`src/rtl/cfu_fifo_if.sv`:
```
// Handshake bundle between the CFU request producer, the CFU datapath and the
// buffering FIFO; the FIFO binds to the slave modport.
interface cfu_fifo_interface #(
    parameter int DATA_WIDTH = 42
);
    logic                  push;
    logic                  potential_push;
    logic                  pop;
    logic [DATA_WIDTH-1:0] data_in;
    logic [DATA_WIDTH-1:0] data_out;
    logic                  valid;
    logic                  full;

    modport master (
        output push, potential_push, pop, data_in,
        input  data_out, valid, full
    );

    modport slave (
        input  push, potential_push, pop, data_in,
        output data_out, valid, full
    );
endinterface

```
`src/rtl/cfu_fifo.sv`:
```
// First-word-fall-through circular buffer for CFU words, with speculative
// (potential_push) slot writes and sticky overflow/underflow flags.
module cfu_fifo #(
    parameter int DATA_WIDTH = 42,
    parameter int DEPTH      = 4
) (
    input  logic              clk,
    input  logic              rst,
    cfu_fifo_interface.slave  fifo,
    output logic              overflow,
    output logic              underflow
);
    localparam int PTR_W = $clog2(DEPTH);
    localparam int CNT_W = $clog2(DEPTH + 1);

    logic [DATA_WIDTH-1:0] mem_q [DEPTH];
    logic [PTR_W-1:0]      wr_ptr_q, wr_ptr_d;
    logic [PTR_W-1:0]      rd_ptr_q, rd_ptr_d;
    logic [CNT_W-1:0]      count_q, count_d;
    logic                  overflow_q, overflow_d;
    logic                  underflow_q, underflow_d;

    logic full_w, valid_w, push_ok, pop_ok, wr_en;

    // NOTE: every signal assigned here gets a default first so no latch is inferred.
    always_comb begin
        full_w      = (count_q == CNT_W'(DEPTH));
        valid_w     = (count_q != '0);
        push_ok     = fifo.push & ~full_w;
        pop_ok      = fifo.pop & valid_w;
        wr_en       = (fifo.potential_push | fifo.push) & ~full_w & rst;

        wr_ptr_d    = wr_ptr_q;
        rd_ptr_d    = rd_ptr_q;
        count_d     = count_q;
        if (push_ok) wr_ptr_d = wr_ptr_q + PTR_W'(1);
        if (pop_ok)  rd_ptr_d = rd_ptr_q + PTR_W'(1);
        case ({push_ok, pop_ok})
            2'b10:   count_d = count_q + CNT_W'(1);
            2'b01:   count_d = count_q - CNT_W'(1);
            default: count_d = count_q;
        endcase

        overflow_d  = overflow_q  | (fifo.push & full_w);
        underflow_d = underflow_q | (fifo.pop & ~valid_w);
    end

    // NOTE: sequential state uses non-blocking assignments only.
    always_ff @(posedge clk) begin
        if (!rst) begin
            wr_ptr_q    <= '0;
            rd_ptr_q    <= '0;
            count_q     <= '0;
            overflow_q  <= 1'b0;
            underflow_q <= 1'b0;
        end else begin
            wr_ptr_q    <= wr_ptr_d;
            rd_ptr_q    <= rd_ptr_d;
            count_q     <= count_d;
            overflow_q  <= overflow_d;
            underflow_q <= underflow_d;
        end
    end

    // NOTE: storage has no reset; stale contents are hidden by count_q == 0.
    always_ff @(posedge clk) begin
        if (wr_en) mem_q[wr_ptr_q] <= fifo.data_in;
    end

    assign fifo.data_out = mem_q[rd_ptr_q];
    assign fifo.valid    = valid_w;
    assign fifo.full     = full_w;
    assign overflow      = overflow_q;
    assign underflow     = underflow_q;
endmodule

```
`src/flat_wrapper.sv`:
```
// flat-port wrapper written by rule: the top's interface ports become plain ports
module cfu_fifo_flat 
#(
    parameter int DATA_WIDTH = 42,
    parameter int DEPTH      = 4
)
  (clk, rst, overflow, underflow, fifo_push, fifo_potential_push, fifo_pop, fifo_data_in, fifo_data_out, fifo_valid, fifo_full);
  cfu_fifo_interface #(.DATA_WIDTH(DATA_WIDTH)) fifo_i ();
  input  logic clk;
  input  logic rst;
  output logic overflow;
  output logic underflow;
  input wire logic [$bits(fifo_i.push)-1:0] fifo_push;
  input wire logic [$bits(fifo_i.potential_push)-1:0] fifo_potential_push;
  input wire logic [$bits(fifo_i.pop)-1:0] fifo_pop;
  input wire logic [$bits(fifo_i.data_in)-1:0] fifo_data_in;
  output wire logic [$bits(fifo_i.data_out)-1:0] fifo_data_out;
  output wire logic [$bits(fifo_i.valid)-1:0] fifo_valid;
  output wire logic [$bits(fifo_i.full)-1:0] fifo_full;
  assign fifo_i.push = fifo_push;
  assign fifo_i.potential_push = fifo_potential_push;
  assign fifo_i.pop = fifo_pop;
  assign fifo_i.data_in = fifo_data_in;
  assign fifo_data_out = fifo_i.data_out;
  assign fifo_valid = fifo_i.valid;
  assign fifo_full = fifo_i.full;
  cfu_fifo #(.DATA_WIDTH(DATA_WIDTH), .DEPTH(DEPTH)) u_core (.clk(clk), .rst(rst), .fifo(fifo_i), .overflow(overflow), .underflow(underflow));
endmodule
```
`config.mk`:
```
export PLATFORM = sky130hd
export DESIGN_NAME = cfu_fifo_flat
export DESIGN_NICKNAME = d
export VERILOG_FILES = /design/src/rtl/cfu_fifo_if.sv /design/src/rtl/cfu_fifo.sv /design/src/flat_wrapper.sv
export SDC_FILE = /design/constraint.sdc
export NUM_CORES = 1
export LEC_CHECK = 0
export ABC_CLOCK_PERIOD_IN_PS = 4600
export CAP_MARGIN = 20
export CORE_ASPECT_RATIO = 1.2
export CORE_MARGIN = 4
export CORE_UTILIZATION = 55
export DETAILED_ROUTE_END_ITERATION = 6
export HOLD_SLACK_MARGIN = 0.08
export MAX_ROUTING_LAYER = met4
export PLACE_DENSITY = 0.84
export SYNTH_ARGS = -nofsm -noshare
export SYNTH_HDL_FRONTEND = slang
export SYNTH_SLANG_ARGS = --single-unit
export TNS_END_PERCENT = 20
```
`constraint.sdc`:
```
create_clock -name clk -period 4.6 [get_ports clk]
set_input_delay 0.92 -clock clk [delete_from_list [all_inputs] [get_ports clk]]
set_output_delay 0.92 -clock clk [all_outputs]
set_load 0.02 [all_outputs]
```
==> results of run 1 <==
## worst max-delay path by stage
stage | startpoint | endpoint | slack (ns) | cells past startpoint
finish | register | fifo_data_out[29] | 1.09 | 2
floorplan | fifo_push | u_core.mem_q[0][0]$_DFFE_PP_ | 1.83 | 4
CTS | register | fifo_data_out[29] | 0.99 | 2
detailed placement | fifo_push | u_core.mem_q[0][24]$_DFFE_PP_ | 1.20 | 5
global route | register | fifo_data_out[29] | 0.91 | 2
global placement | fifo_push | u_core.mem_q[0][22]$_DFFE_PP_ | 1.26 | 5
## worst max-delay path, delay by kind of cell, from the launching register on
family                 cells  cell delay (ns)
DFF                        1             0.90
muxes                      1             0.68
buffers and inverters      1             0.57
## per-stage QoR
| stage | instance area [µm²] | instances |
|---|---|---|
| 3_3_place_gp | 7780 | 535 |
| 6_report | 8360 | 569 |
| 2_1_floorplan | 6800 | 296 |
| 4_1_cts | 8320 | 567 |
| 3_5_place_dp | 7780 | 535 |
| 5_1_grt | 8360 | 569 |
## flip-flops by register name (all words and copies together), names as in the netlist, named ones only
signal and cells:
u_core.mem_q 168, u_core.wr_ptr_q 2, u_core.underflow 1, u_core.count_q 3, u_core.overflow 1, u_core.rd_ptr_q 2
## cell usage after synthesis, types with 2 or more instances
master / number / share of area
sky130_fd_sc_hd__edfxtp_1: 168 / 0.74
sky130_fd_sc_hd__mux4_2: 40 / 0.13
sky130_fd_sc_hd__dfxtp_1: 11 / 0.032
sky130_fd_sc_hd__nor2_1: 8 / 0.0044
sky130_fd_sc_hd__a21oi_1: 7 / 0.0052
sky130_fd_sc_hd__buf_2: 6 / 0.0044
sky130_fd_sc_hd__inv_1: 6 / 0.0033
sky130_fd_sc_hd__and2_1: 4 / 0.0037
sky130_fd_sc_hd__buf_12: 4 / 0.012
sky130_fd_sc_hd__ha_1: 4 / 0.0074
sky130_fd_sc_hd__o21ai_0: 4 / 0.0029
sky130_fd_sc_hd__buf_6: 3 / 0.0050
sky130_fd_sc_hd__nand3_1: 3 / 0.0022
sky130_fd_sc_hd__mux4_1: 2 / 0.0077
sky130_fd_sc_hd__o2111ai_1: 2 / 0.0026
sky130_fd_sc_hd__xor2_1: 2 / 0.0026
## cell type report
class / instances / area, µm²
clock inverter: 12 / 80.1
inverter: 7 / 26.3
multi-input combinational: 95 / 1360
timing repair buffer: 95 / 968
tap: 161 / 201
sequential: 179 / 5270
clock buffer: 20 / 458
fill: 752 / 3750
## cell families (layout without fill, tap and decap cells)
family / Yosys count / count (layout) / share of synthesized area
AO/OA/AOI/OAI: 19 / 19 / 0.0210
XOR/XNOR: 3 / 3 / 0.00386
adder cells (fa/ha/maj): 5 / 5 / 0.0103
buffers and inverters: 22 / 134 / 0.0267
flip-flops: 179 / 179 / 0.774
multiplexers: 44 / 44 / 0.143
AND/OR/NAND/NOR: 24 / 24 / 0.0206
## layout by cell type, fill, tap and decap left out, drive strengths merged, types with 7 or more instances in the layout
master	count
inv	11
dfxtp	11
clkbuf	20
clkinv	8
clkdlybuf4s50	92
mux4	42
nor2	8
edfxtp	168
a21oi	7
## power groups by stage
stage / Clock, mW / Sequential, mW / Combinational (mW)
6_report: 1.30 / 1.94 / 0.534
5_1_grt: 1.40 / 1.95 / 0.565
4_1_cts: 1.32 / 1.95 / 0.532
3_5_place_dp: 0 / 1.98 / 0.529
3_3_place_gp: 0 / 1.97 / 0.520
2_1_floorplan: 0 / 1.91 / 0.372
## layer usage
| metal | GRT usage | part of all wire | vias up |
|---|---|---|---|
| li1 | - | - | 1429 |
| met4 | 0.0602 | 0.014 | 0 |
| met1 | 0.241 | 0.39 | 1637 |
| met5 | - | 0 | - |
| met3 | 0.0524 | 0.050 | 18 |
| met2 | 0.308 | 0.55 | 89 |
==> out/results.env, run 1 <==
STATUS='complete, no violations'
CTS.SINKS=179
SYNTH_SEQUENTIAL_AREA_RATIO=0.774
END_KIND='output port'
DP_HPWL_MM=7.36
YS_FF_LATCH=179
CRIT_FANOUT=42
DRT_PRE_ANTENNA_ITERS=4
VIAS_PER_CELL=5.58
SETUP_SLACK_NS=1.09
MAXCAPVIOLATIONS=0
NUM_ANTENNA_CELLS=0
ROUTE.DETAILED.DRC=0
INSERTION_DELAY_NS=0.42
POST_ROUTE_FRACTION_OF_THE_PERIOD_CONSUMED_BY_THE_CRITICAL_PATH=0.762
TIMING.MAX_SLEW.REL_SLACK=0.290
PLACEABLECOREAREA_UM2=12100
SWSHARE=0.236
CP_SLOWEST_CELL='sky130_fd_sc_hd__dfxtp_4'
TIMING.RR.START='u_core.count_q[0]$_SDFFE_PN0P_'
CRITICAL_PATH.REG2REG.ENDPOINT='u_core.mem_q[0][38]$_DFFE_PP_'
SYNTH.DISTINCT_CELLS=38
GPL.FINAL_WEIGHTED_CONGESTION=0.797
R2R.WORST_PATH.CELLS=4
GRT.TOTAL_USAGE=0.192
YS_DOMINANT_REG_CELL='sky130_fd_sc_hd__edfxtp_1'
TIMING.FINAL.SETUP_VIOLATIONS=0
GRT_ANTENNA_BEFORE_REPAIR=0
TIMING_WORST_SLEW_PIN_VALUE_NS=1.06
CELL_INTERNAL_PWR_mW=2.88
SYN2LAYOUT_AREA_GROWTH_PCT=23.0
HOLD_END='u_core.overflow$_SDFF_PN0_'
FF2FF_SETUP_SLACK_NS=2.19
IO_BUFFER_COUNT=92
SYNTH_EDF_COUNT=168
POSTROUTEWIRELENGTH_MM=12.4
FIRST_DRT_ITERATION_DRCS=194
FLOORPLAN.ROWS=44
TRITONCTS.NUM_BUFFERS=17
FINAL_NETS=447
REQUIRED_NS=3.68
CHIPWIDTH_UM=110
PLACE_WS_NS=1.20
STARTPOINT_KIND_OF_THE_WORST_SETUP_TIMING_PATH='register'
ROUTE.DETAILED.WL_PER_INST_UM=21.8
CTS_TREE='built'
FIN_WORST_HOLD_SLACK_NS=0.486
HOLD_PATH.STARTPOINT='u_core.overflow$_SDFF_PN0_'
FINALSETUPTNS_NS=0
ASYNC_S_R_FF_SHARE_SYNTH=0
CTS.HTREE.LEVELS=4
CRITPATHARRIVALTIME_NS=2.59
GRT_FIRST_PASS_WIRELENGTH_MM=19.0
CTS_MAX_PATH_BUFFERS=2
IOS=93
GRT_START_MAX_NET_PINS=43
POST_SYNTH_INSTANCE_AREA_UM2=6800
SETUP_SKEW_AFTER_LAYOUT_NS=0.0115
POST_CTS_RESIZE_COUNT=0
CRITICAL_PATH_CELL_BY_CELL='mux4_1 > clkdlybuf4s50_1'
START_UTIL=0.561
HOLD_VIOL=0
MIN_PERIOD_NS=3.51
GRT_SETUP_UNREPAIRED='no'
NUMBER_OF_GLOBAL_ROUTE_VIAS_BEFORE_REPAIR=3278
MAXIMUM_IR_DROP_ON_THE_VDD_RAIL_mV=0.417
DRIVE_GT1_FRAC=0.206
FMAX_MHz=285
HOLDCRITPATHCLASS='reg -> reg'
YOSYS_WARN_COUNT=0
SYNTHCELLS=296
POST_CTS.REPAIR.SETUP_BUFFERS=0
DETAIL-ROUTE-ANTENNA-NETS=0
CLK_ROOT_BUFFER_CELL='sky130_fd_sc_hd__clkbuf_16'
POWER.SHARE.SEQUENTIAL=0.514
GLOBALROUTEOVERFLOWTOTAL=0
CTS.REPORTEDPATHS.CLKPINSLEW_NS=0.06
POWERDENSITY_nW_PER_UM2=450
SYN_AVG_CELL_AREA_UM2=23.0
DR_TOTAL_VIAS=3173
HOLD_PATH_STAGES=2
TIMING_MAX_TRANSITION_VIOLATIONS_FINAL=0
POWER.TOTAL_mW=3.77
POWER.COMBINATIONAL.FRACTION=0.142
WORST_PATH_LARGEST_CELL_DELAY_NS=0.90
CLOCKPOWERSHARE=0.344
DIE_H_UM=130
DIE_AREA_UM2=14200
CTS_HOLD_REPAIR.BUFFERS=0
POSTLAYOUTCOREUTIL=0.690
SYNTH_NETS=348
LEAKAGEPOWER_nW=2.68
P_SW_mW=0.890
TIMING_WORST_SETUP_PATH_TYPE='reg -> out'
(Power assumes the default switching activity.)
==> run 2, diff against run 1 <==
--- a/config.mk
+++ b/config.mk
@@ -5,15 +5,15 @@
 export SDC_FILE = /design/constraint.sdc
 export NUM_CORES = 1
 export LEC_CHECK = 0
-export ABC_CLOCK_PERIOD_IN_PS = 4600
+export ABC_CLOCK_PERIOD_IN_PS = 3000
 export CAP_MARGIN = 20
 export CORE_ASPECT_RATIO = 1.2
 export CORE_MARGIN = 4
-export CORE_UTILIZATION = 55
+export CORE_UTILIZATION = 49
 export DETAILED_ROUTE_END_ITERATION = 6
 export HOLD_SLACK_MARGIN = 0.08
 export MAX_ROUTING_LAYER = met4
-export PLACE_DENSITY = 0.84
+export PLACE_DENSITY = 0.79
 export SYNTH_ARGS = -nofsm -noshare
 export SYNTH_HDL_FRONTEND = slang
 export SYNTH_SLANG_ARGS = --single-unit
==> constraint.sdc (replaced) <==
create_clock -name clk -period 3 [get_ports clk]
set_input_delay 0.6 -clock clk [delete_from_list [all_inputs] [get_ports clk]]
set_output_delay 0.6 -clock clk [all_outputs]
set_load 0.02 [all_outputs]
==> out/results.env, run 2 (synthesis gave the netlist of run 1 again) <==
GPL.FINAL_WEIGHTED_CONGESTION=0.783  # -1.8%
FILL_CELLS=917  # +22%
START_UTIL=0.507  # -0.0544
PLACEDINSTANCEAREA_UM2=7930  # +1.9%
GRT_FIRST_PASS_WIRELENGTH_MM=20.0  # +5.8%
FIRST_DRT_ITERATION_DRCS=269  # +39%
POST_CTS_RESIZE_COUNT=0  # unchanged
POSTLAYOUTCELLAREA_UM2=8590  # +2.7%
DRIVE_GT1_FRAC=0.233  # +0.0269
CTS.HTREE.LEVELS=4  # unchanged
VIAS_PER_CELL=5.59  # +0.18%
FINAL_COMMON_CELL='sky130_fd_sc_hd__edfxtp_1'
CRITPATHARRIVALTIME_NS=2.22  # -0.37 ns
CLK_ROOT_BUFFER_CELL='sky130_fd_sc_hd__clkbuf_16'
CRIT_FANOUT=15  # -64%
CTS.SINKS=179  # unchanged
FINALSETUPTNS_NS=0  # unchanged
GRT.MET3_USAGE=0.0531  # +0.000625
MAXIMUM_IR_DROP_ON_THE_VDD_RAIL_mV=0.370  # -11%
DETAIL-ROUTE-ANTENNA-NETS=0  # unchanged
CTS.REPORTEDPATHS.CLKPINSLEW_NS=0.07  # about the same
LEAKAGEPOWER_nW=2.78  # +3.8%
GR-USAGE-MET2=0.305  # -0.00292
TIMING_MAX_TRANSITION_VIOLATIONS_FINAL=0  # unchanged
ROUTE.DETAILED.DRC=0  # unchanged
INSERTION_DELAY_NS=0.42  # about the same
GRT.TOTAL_USAGE=0.183  # -0.00878
IO_BUFFER_COUNT=92  # unchanged
POST_ROUTE_FRACTION_OF_THE_PERIOD_CONSUMED_BY_THE_CRITICAL_PATH=0.939
FIN_WORST_HOLD_SLACK_NS=0.479  # -0.00679 ns
TIMING_WORST_SLEW_PIN_VALUE_NS=0.545  # -0.520 ns
SYN2LAYOUT_AREA_GROWTH_PCT=26.3
DIE_H_UM=137  # +5.6%
MULTIINPUTGATEAREA_UM2=1360  # unchanged
REQUIRED_NS=2.40  # -1.28 ns
SETUP_SLACK_NS=0.184  # -0.910 ns
NUMBER_OF_GLOBAL_ROUTE_VIAS_BEFORE_REPAIR=3528  # +7.6%
DR_TOTAL_VIAS=3296  # +3.9%
LAYOUT_TOP_REGISTERS='u_core.mem_q (168), u_core.count_q (3)'
FMAX_MHz=355
DRT_PRE_ANTENNA_ITERS=4  # unchanged
PLACEABLECOREAREA_UM2=13400  # +11%
PLACE_WS_NS=0.390  # -0.809 ns
FLOORPLAN.ROWS=46  # +4.5%
HOLDCRITPATHCLASS='reg -> reg'
TIMING.FINAL.SETUP_VIOLATIONS=0  # unchanged
MIN_PERIOD_NS=2.82
TIMING_WORST_SETUP_PATH_TYPE='reg -> out'
DP_HPWL_MM=8.21  # +12%
STATUS='complete, no violations'
COMMONEST_CELLS_AFTER_ROUTING_FILL_AND_TAPS_ASIDE='168 x sky130_fd_sc_hd__edfxtp_1, 92 x sky130_fd_sc_hd__clkdlybuf4s50_1, 40 x sky130_fd_sc_hd__mux4_2, 17 x sky130_fd_sc_hd__clkbuf_16, 12 x sky130_fd_sc_hd__buf_4'
STARTPOINT_KIND_OF_THE_WORST_SETUP_TIMING_PATH='register'
DIE_AREA_UM2=15800  # +11%
REGISTERS.TOP_BY_FF_COUNT='u_core.mem_q'
POSTROUTEWIRELENGTH_MM=12.9  # +4.1%
FINAL_NETS=460  # +2.9%
GLOBALROUTEOVERFLOWTOTAL=0  # unchanged
HOLD_VIOL=0  # unchanged
END_KIND='output port'
GRT_SETUP_UNREPAIRED='no'
GRT_UTIL_MET1=0.214  # -0.0267
TIMING.MAX_SLEW.REL_SLACK=0.636  # +0.346
IOS=93  # unchanged
CTS_TREE='built'
GRT.BUSIEST_LAYER='met2'
ROUTE.DETAILED.WL_PER_INST_UM=21.9  # +0.41%
CHIPWIDTH_UM=116  # +5.5%
SETUP_SKEW_AFTER_LAYOUT_NS=0.0118  # +0.000265 ns
CTS_HOLD_REPAIR.BUFFERS=0  # unchanged
POSTLAYOUTCOREUTIL=0.640  # -0.0503
POWERDENSITY_nW_PER_UM2=716  # +59%
REGISTER_AREA_UM2=5270  # unchanged
CTS_MAX_PATH_BUFFERS=2  # unchanged
LARGEST_REG_FLOPS=168  # unchanged
TRITONCTS.NUM_BUFFERS=17  # unchanged
GRT_START_MAX_NET_PINS=27  # -37%
GRT_ANTENNA_BEFORE_REPAIR=1  # +1
MAXCAPVIOLATIONS=0  # unchanged
run 2: changes by cell type in the layout (fill, tap and decap cells not counted), sizes merged:
cell | previous run | this run
clkinvlp | 0 | 2
bufinv | 0 | 4
clkinv | 8 | 4
buf | 3 | 16
diode | 0 | 1
clkbuf | 20 | 18
run 2: through the flow:
step | power [mW] | instances
2_1_floorplan | 3.51 | 296
3_3_place_gp | 3.87 | 554
3_5_place_dp | 3.89 | 554
4_1_cts | 6.21 | 589
5_1_grt | 6.38 | 590
6_report | 6.15 | 590
run 2: repair_timing:
| item | 4_1_cts | 5_1_grt |
|---|---|---|
| hold endpoints to repair | 0 | 0 |
| buffers inserted | 3 | 0 |
| setup endpoints to repair | 2 | 0 |
run 2: path summary, 6_finish.rpt:
path                                        from                             end  slack (ns)  cells after the start
setup / recovery                        register               fifo_data_out[38]        0.18                      3
hold / removal       u_core.underflow$_SDFF_PN0_     u_core.underflow$_SDFF_PN0_        0.48                      2
setup reg to reg  u_core.count_q[0]$_SDFFE_PN0P_  u_core.count_q[2]$_SDFFE_PN0P_        0.96                      6
hold reg to reg      u_core.underflow$_SDFF_PN0_     u_core.underflow$_SDFF_PN0_        0.48                      2
run 2: where the power goes:
part,total [mW],internal [mW],switching (mW)
Sequential,2.92,2.85,0.0629
Clock,2.31,1.40,0.908
Combinational,0.921,0.483,0.438
run 2: per-layer routing:
layer | share of wire | up-vias
met5 | 0 | -
met4 | 0.016 | 0
met3 | 0.057 | 20
met2 | 0.54 | 103
met1 | 0.39 | 1719
li1 | - | 1454
run 2: critical path, cell delays in order (launching register included):
cell	delay, ns
sky130_fd_sc_hd__dfxtp_4	0.42
sky130_fd_sc_hd__buf_12	0.19
sky130_fd_sc_hd__mux4_1	0.61
sky130_fd_sc_hd__clkdlybuf4s50_1	0.57
run 2: cell type report:
| type | count | share of cell area |
|---|---|---|
| multi-input cells | 95 | 0.158 |
| diodes | 1 | 0.000291 |
| inverters | 7 | 0.00306 |
| well taps | 168 | 0.0245 |
| flip-flops and latches | 179 | 0.614 |
| clock buffers | 18 | 0.0500 |
| repair buffers | 108 | 0.127 |
| clock inverters | 14 | 0.0230 |
